--- config.mk ---
export PLATFORM = sky130hd
export DESIGN_NAME = ram_arbiter
export DESIGN_NICKNAME = d
export VERILOG_FILES = /design/src/rtl/ram_arb_pkg.sv /design/src/rtl/ram_arb_pick.sv /design/src/rtl/ram_arbiter.sv
export SDC_FILE = /design/constraint.sdc
export NUM_CORES = 1
export LEC_CHECK = 0
export ABC_AREA = 1
export ABC_CLOCK_PERIOD_IN_PS = 1600
export BUFFER_PORTS_ARGS = -buffer_cell sky130_fd_sc_hd__buf_2
export CAP_MARGIN = 20
export CELL_PAD_IN_SITES_DETAIL_PLACEMENT = 0
export CELL_PAD_IN_SITES_GLOBAL_PLACEMENT = 2
export CORE_MARGIN = 3
export CORE_UTILIZATION = 23
export CTS_CLUSTER_DIAMETER = 40
export DETAILED_ROUTE_END_ITERATION = 8
export PLACE_DENSITY = 0.77
export SYNTH_ARGS = -nofsm -noshare
export SYNTH_HDL_FRONTEND = slang
export SYNTH_SLANG_ARGS = --single-unit
--- constraint.sdc ---
create_clock -name clk -period 1.6 [get_ports clk]
set_input_delay 0.32 -clock clk [delete_from_list [all_inputs] [get_ports clk]]
set_output_delay 0.32 -clock clk [all_outputs]
set_load 0.02 [all_outputs]
--- src/rtl/ram_arb_pkg.sv ---
// Shared definitions for the two-port RAM arbiter: FSM state encoding and
// default address/data widths.
package ram_arb_pkg;

  localparam int DEF_ADDR_W = 10;
  localparam int DEF_DATA_W = 32;

  typedef enum logic [1:0] {
    ST_IDLE,
    ST_ACCESS,
    ST_WAIT,
    ST_DONE
  } arb_state_t;

endpackage

--- src/rtl/ram_arb_pick.sv ---
// Combinational winner selection for the two requesters.
// Optional macro RAM_ARB_RR_EN: ties alternate; otherwise requester 0 wins ties.
module ram_arb_pick (
  input  logic req0,
  input  logic req1,
`ifdef RAM_ARB_RR_EN
  input  logic last_grant,
`endif
  output logic any_req,
  output logic winner
);

  always_comb begin
    any_req = req0 | req1;
`ifdef RAM_ARB_RR_EN
    // On a tie the requester that did not win last time goes next.
    if (req0 && req1) begin
      winner = ~last_grant;
    end else begin
      winner = req1;
    end
`else
    winner = ~req0 & req1;
`endif
  end

endmodule

--- src/rtl/ram_arbiter.sv ---
// Two-requester arbiter in front of a single-port synchronous RAM; one access
// every four cycles. Optional macro RAM_ARB_RR_EN selects round-robin ties.
module ram_arbiter
  import ram_arb_pkg::*;
#(
  parameter int ADDR_W = DEF_ADDR_W,
  parameter int DATA_W = DEF_DATA_W
) (
  input  logic              clk,
  input  logic              rst,
  input  logic              m0_req,
  input  logic [3:0]        m0_we,
  input  logic [ADDR_W-1:0] m0_addr,
  input  logic [DATA_W-1:0] m0_wdata,
  output logic [DATA_W-1:0] m0_rdata,
  output logic              m0_ready,
  input  logic              m1_req,
  input  logic [3:0]        m1_we,
  input  logic [ADDR_W-1:0] m1_addr,
  input  logic [DATA_W-1:0] m1_wdata,
  output logic [DATA_W-1:0] m1_rdata,
  output logic              m1_ready,
  output logic [3:0]        ram_wea,
  output logic [ADDR_W-1:0] ram_addra,
  output logic [DATA_W-1:0] ram_dina,
  input  logic [DATA_W-1:0] ram_douta
);

  arb_state_t        state_reg, state_next;
  logic              grant_reg;
  logic [3:0]        we_reg;
  logic [ADDR_W-1:0] addr_reg;
  logic [DATA_W-1:0] wdata_reg;

  logic              any_req;
  logic              winner;
  logic              take_grant;
  logic [3:0]        sel_we;
  logic [ADDR_W-1:0] sel_addr;
  logic [DATA_W-1:0] sel_wdata;

  logic [DATA_W-1:0] rdata_arr [2];
  logic              ready_arr [2];

`ifdef RAM_ARB_RR_EN
  logic last_grant_reg;

  // Reset value 1 makes requester 0 win the first tie.
  always_ff @(posedge clk) begin
    if (rst) begin
      last_grant_reg <= 1'b1;
    end else if (take_grant) begin
      last_grant_reg <= winner;
    end
  end
`endif

  ram_arb_pick u_pick (
    .req0       (m0_req),
    .req1       (m1_req),
`ifdef RAM_ARB_RR_EN
    .last_grant (last_grant_reg),
`endif
    .any_req    (any_req),
    .winner     (winner)
  );

  assign take_grant = (state_reg == ST_IDLE) && any_req;
  assign sel_we     = winner ? m1_we    : m0_we;
  assign sel_addr   = winner ? m1_addr  : m0_addr;
  assign sel_wdata  = winner ? m1_wdata : m0_wdata;

  always_comb begin
    state_next = state_reg;
    case (state_reg)
      ST_IDLE:   if (any_req) state_next = ST_ACCESS;
      ST_ACCESS: state_next = ST_WAIT;
      ST_WAIT:   state_next = ST_DONE;
      ST_DONE:   state_next = ST_IDLE;
      default:   state_next = ST_IDLE;
    endcase
  end

  // Requester inputs are captured only at grant, so later changes are ignored.
  always_ff @(posedge clk) begin
    if (rst) begin
      state_reg <= ST_IDLE;
      grant_reg <= 1'b0;
      we_reg    <= '0;
      addr_reg  <= '0;
      wdata_reg <= '0;
    end else begin
      state_reg <= state_next;
      if (take_grant) begin
        grant_reg <= winner;
        we_reg    <= sel_we;
        addr_reg  <= sel_addr;
        wdata_reg <= sel_wdata;
      end
    end
  end

  generate
    for (genvar gi = 0; gi < 2; gi++) begin : g_port
      logic [DATA_W-1:0] rdata_reg;

      // RAM data for the read issued in ACCESS is valid during WAIT.
      always_ff @(posedge clk) begin
        if (rst) begin
          rdata_reg <= '0;
        end else if ((state_reg == ST_WAIT) && (grant_reg == 1'(gi)) && (we_reg == 4'd0)) begin
          rdata_reg <= ram_douta;
        end
      end

      assign rdata_arr[gi] = rdata_reg;
      assign ready_arr[gi] = (state_reg == ST_DONE) && (grant_reg == 1'(gi));
    end
  endgenerate

  assign m0_rdata  = rdata_arr[0];
  assign m1_rdata  = rdata_arr[1];
  assign m0_ready  = ready_arr[0];
  assign m1_ready  = ready_arr[1];

  assign ram_wea   = (state_reg == ST_ACCESS) ? we_reg : 4'd0;
  assign ram_addra = addr_reg;
  assign ram_dina  = wdata_reg;

endmodule

# After elaboration in Yosys (flattened, before gate mapping)
# Cells that the tools add are included.
# op_classes
n_eq_ne,4
n_mux,6
bitwise,4
reduce_logical,9
# op_table
operator,n
$mux 32,1
$mux 10,1
$mux 4,2
$pmux 2 s4,1
$logic_and 1x1->1,7
$eq 2x2->1 const B,2
$logic_not 4->1,1
$eq 2x1->1 const B,1
$logic_not 2->1,1
$mux 2,1
$ne 2x2->1 const B,1
$not 1->1,2
$and 1x1->1,1
$or 1x1->1,1
# word_totals
ff_bits,113
input_bits,128
out_inout_bits,112
elab_cells,30

# Depth between registers and ports, before layout
# logic_depth
depth_word,3
mapped_depth,9
depth_no_buf,8

# By module
# From an unflattened synthesis, not the netlist that was laid out.
# hier_totals
cells_unflattened,749
hier_area_um2,5028.6
# by_module_without_submodules
mod,n_inst,cells_each,area_per_inst_um2,seq_area_each_um2
ram_arbiter,1,745,5013.6,2262.2
ram_arb_pick,1,4,15.0,0.0

# Worst setup path after synthesis
# Ideal clock, no wire load.
# synth_timing
path_kind,reg2reg
startpoint,register state_reg[0]
endpoint,register we_reg[0]
setup_ns,0.116
t_arrival_ns,1.212
required_ns,1.484
slack_ns,0.272
stages_incl_launch_ff,9
path_buffers,2
synth_period_minus_slack_ns,1.328
cell_sequence,dfxtp_1 > inv_1 > ha_1 > inv_2 > nor2_4 > buf_6 > buf_2 > o21ai_0 > nor2_1
# synth_between
elab_chain_len,2
# synth_rtl
item,line,source
"start, declared",ram_arbiter.sv:29,"arb_state_t state_reg, state_next;"
"start signal, assigned",ram_arbiter.sv:93,state_reg <= state_next;
$logic_not 2->1,ram_arbiter.sv:68,assign take_grant = (state_reg == ST_IDLE) && any_req;
$logic_and 1x1->1,ram_arbiter.sv:68,
"end signal, assigned",ram_arbiter.sv:96,we_reg <= sel_we;
"end, declared",ram_arbiter.sv:31,logic [3:0] we_reg;
# Every way passes these cells.
# A chain may end at the register's enable or synchronous reset.

# Final worst setup path
# layout_timing
startpoint,register state_reg[1]
endpoint,output port ram_wea[3]
# layout_between
elab_chain_len,2
# layout_rtl
item,line,source
$eq 2x1->1,ram_arbiter.sv:126,assign ram_wea = (state_reg == ST_ACCESS) ? we_reg : 4'd0;
$mux 4,ram_arbiter.sv:126,
"end, declared",ram_arbiter.sv:23,"output logic [3:0] ram_wea,"
# Every way passes these cells.

==> impl.org <==
** Drt
- The count of nets left with antenna violations once routing finished came out at 0.
- Uppermost layer routed :: met5
- Using the TritonRoute via totals, the vias-per-cell ratio works out to 3.896.
- Total length of routed met3 wires :: 1.854 mm
- Routed wire length :: 17.49 mm
- Vias :: 5349
- The first TritonRoute pass finished after 5 iterations.
- Drc violations :: 0
- After the first detailed-routing iteration, the DRC count stood at 166.
- In the final routing, the length of wire on met1 measures 7.902 mm.
- In the final routed layout, each cell accounts on average for 12.74 um.
- In the detailed route, the total length drawn on met2 is 7.523 mm.

** GRT
- The first global-routing pass estimated 26.36 mm of wire.
- The number of antenna violations at the first check in global routing was 4.
- Largest net degree at the start of global routing :: 54
- Global routing used 13.56% of the available tracks across all layers.
- Number of global-route vias before repair :: 5169
- Global route overflow :: 0

** Placement
- Number of port buffers :: 239
- Routability congestion estimate :: 0.7567
- Detailed placement finished with a half-perimeter wire length of 12.38 mm.
- Placed instance count :: 1332
- Timing analysis after detailed placement gives a worst setup slack of 0.09702 ns.

** CTS
- Clock transition at the registers of the reported paths :: 0.05 ns
- The clock net in this run drives a total of 113 sinks.
- CTS root buf :: sky130_fd_sc_hd__clkbuf_16
- Hold-fix buffers at CTS :: 0
- The H-tree was split into 4 levels.
- The longest clock path from root to sink contains 2 buffers.
- Skew-Pair Late Insertion Delay :: 0.41 ns
- TritonCTS created 17 clock buffers.
- CTS tree :: done

** Layout
- Non-filler cells, final :: 1373
- Summing all multi-input logic gate instances after layout gives 2291 um^2.
- The layout has 2536 filler cells.
- Area growth from synthesis to final layout :: 42.52%
- Share of post-route cells with drive strength above 1 :: 29.06%
- Register area :: 2270 um^2
- Net count reported at finish :: 1210

** Logic synthesis
- Post-synthesis instance total :: 841
- Yosys reg bits :: 113
- Of the post-synthesis cell area, the dominant cell type holds 42.80%.
- Dominant register cell in the synthesized netlist :: sky130_fd_sc_hd__dfxtp_1
- Total of warnings raised by yosys :: 0
- The synthesized netlist devotes 4.830% of its cell area to compound gates.
- Mean Syn Cell Area :: 6.284 um^2
- In this run the cell area of the synthesized design comes to 5285 um^2.
- Net count after synthesis :: 973
- Count of flip-flops with a built-in enable after synthesis :: 0
- The most common cell in the synthesized netlist is sky130_fd_sc_hd__nor2_1.
- Leading area contributor after synthesis :: sky130_fd_sc_hd__dfxtp_1
- Post-synthesis share of cell area spent on and, or, nand and nor gates :: 36.81%
- Measured against the total synthesized area, the mux share comes to 0%.
- Combinational family with the most area after synthesis :: simple AND/OR/NAND/NOR gates
- The synthesized netlist devotes 0% of its cell area to XOR and XNOR gates.
- Yosys attributes the largest share of cell area to sky130_fd_sc_hd__dfxtp_1 (43%), sky130_fd_sc_hd__nor2_1 (19%), sky130_fd_sc_hd__nand2_1 (16%).
- Top cells by instance count after synthesis :: sky130_fd_sc_hd__nor2_1 (268), sky130_fd_sc_hd__nand2_1 (229), sky130_fd_sc_hd__inv_1 (122)
- Of the synthesized area, sequential elements account for 42.80%.
- Fraction of registers with async set/reset :: 0%
- After Yosys synthesis, full adders, half adders and majority gates account for 0.9470% of the synthesized area.
- Synthesis instantiated 17 different standard cells from the library.

** Timing
- The count of pins over their slew limit came to 0.
- Least setup slack across all paths after layout :: 0.05497 ns
- Setup repair after global routing could not meet its margin everywhere.
- Final worst path period need :: 1.545 ns
- In the finished design, the share of the clock period the worst path needs comes to 96.56%.
- Measured against its own limit, the worst slew margin works out to 77.58%.
- The final count of hold timing violations was 0.
- Slew @ Worst Pin :: 0.3358 ns
- Final setup viols :: 0
- Final hold slack :: 0.1263 ns
- Across the routed clock network, the largest skew measured is 0.01432 ns.
- Static timing analysis puts the maximum clock frequency at 647.2 MHz.

** Critical path
- The signal on the critical path passes through inv_4 -> ha_4 -> nand2_1 -> inv_2 -> buf_6.
- Worst Setup Path Type :: flop to output pin
- CP Capture Type :: output pin
- On the worst path, the slowest cell contributes a delay of 0.37 ns.
- Combined buffer and inverter count along the critical path :: 3
- Among all stages on the critical path, the largest delay is contributed by sky130_fd_sc_hd__dfxtp_4.
- STA classifies the critical path startpoint as a flop.
- Data on the critical path is required at its endpoint by 1.28 ns.
- Category of cells accounting for the largest share of critical-path delay :: flip-flops
- Data arrives at the worst endpoint at 1.23 ns.
- Crit-path max FO :: 4

** Floorplanning
- In this run the horizontal extent of the chip is 157.6 um.
- Initial Utilization :: 23.78%
- Placeable core region :: 22230 um^2
- The floorplan step defined a die boundary enclosing 24830 um^2.
- Die height :: 157.6 um
- Total number of placement rows :: 54
- 240 I/O pins were placed.

** Status
- Result of the run :: complete, no violations

** Hold path
- In this run the worst hold path is classified as input pin to flop.

** Pwr
- The design draws 11.69 mW.
- Power density over the cells :: 1552 nW/um^2
- P_leak :: 4.469 nW
- Maximum resistive drop on vdd :: 0.6264 mV

** Run
- Across the run, the number of max-cap violations was 0.
-- per-layer routing --
metal,vias up,global-route usage (%)
met5,-,0
met4,6,4.091
met3,16,6.752
met2,177,21.03
met1,2231,16.61
li1,2919,-
-- layout by cell type, fill, tap and decap left out, types with 6 or more instances in the layout --
cell type | netlist | final
sky130_fd_sc_hd__nor2_1 | 268 | 266
sky130_fd_sc_hd__buf_2 | 14 | 233
sky130_fd_sc_hd__nand2_1 | 229 | 226
sky130_fd_sc_hd__inv_1 | 122 | 116
sky130_fd_sc_hd__dfxtp_1 | 113 | 111
sky130_fd_sc_hd__o21ai_0 | 45 | 45
sky130_fd_sc_hd__clkbuf_16 | 0 | 19
sky130_fd_sc_hd__buf_4 | 9 | 13
sky130_fd_sc_hd__buf_12 | 0 | 8
sky130_fd_sc_hd__inv_2 | 2 | 6
-- area by class of cell --
class | instances | area share, %
timing repair buffer | 262 | 20.51
tap | 280 | 4.651
multi-input combinational | 560 | 30.42
clock inverter | 9 | 1.379
clock buffer | 23 | 6.611
sequential | 113 | 30.13
antenna | 2 | 0.06645
inverter | 124 | 6.229
-- metrics by stage --
stage | area (um^2) | utilization, % | setup TNS [ns]
after floorplan | 5285 | - | 0
after global placement | 6749 | 30.36 | 0
after detailed placement | 6749 | 30.36 | 0
after CTS | 7391 | 33.25 | 0
after global routing | 7530 | 33.87 | -0.01632
final | 7532 | 33.88 | 0
-- final timing paths --
check	from	endpoint	slack [ns]	depth (start not counted)
min	rst	state_reg[1]	0.13	2
min reg2reg	ram_dina[15]	ram_dina[15]	0.51	2
max reg2reg	state_reg[0]	ram_dina[17]	0.11	9
max	state_reg[1]	ram_wea[3]	0.05	5
-- what timing repair did --
| action | CTS | global route |
|---|---|---|
| setup buffers | 1 | 4 |
| gates resized for setup | 11 | 21 |
| endpoints found under the setup margin | 6 | 52 |
| pin swaps | 1 | 2 |
| gates cloned | 0 | 2 |
-- worst register-to-register path: cells and delay by family (launching register included) --
| family | cells | cell delay [ns] |
|---|---|---|
| adder cells (fa/ha/maj) | 1 | 0.22 |
| buffers and inverters | 4 | 0.48 |
| AND/OR/NAND/NOR | 4 | 0.32 |
| flip-flops | 1 | 0.37 |
-- kinds of logic (layout without fill, tap and decap cells) --
kind of cell,Yosys count,in the layout
flops,113,113
compound gates,51,51
fa+ha+maj,4,4
simple gates,505,505
buf+inv,168,418
other cells,0,2
-- power by group --
group	total, mW	internal [mW]	switching, mW
clock network	3.87	2.49	1.38
logic	4.02	1.49	2.53
registers	3.81	3.46	0.346
total	11.7	7.44	4.25
Note: power is estimated with default switching activity, not from simulation.
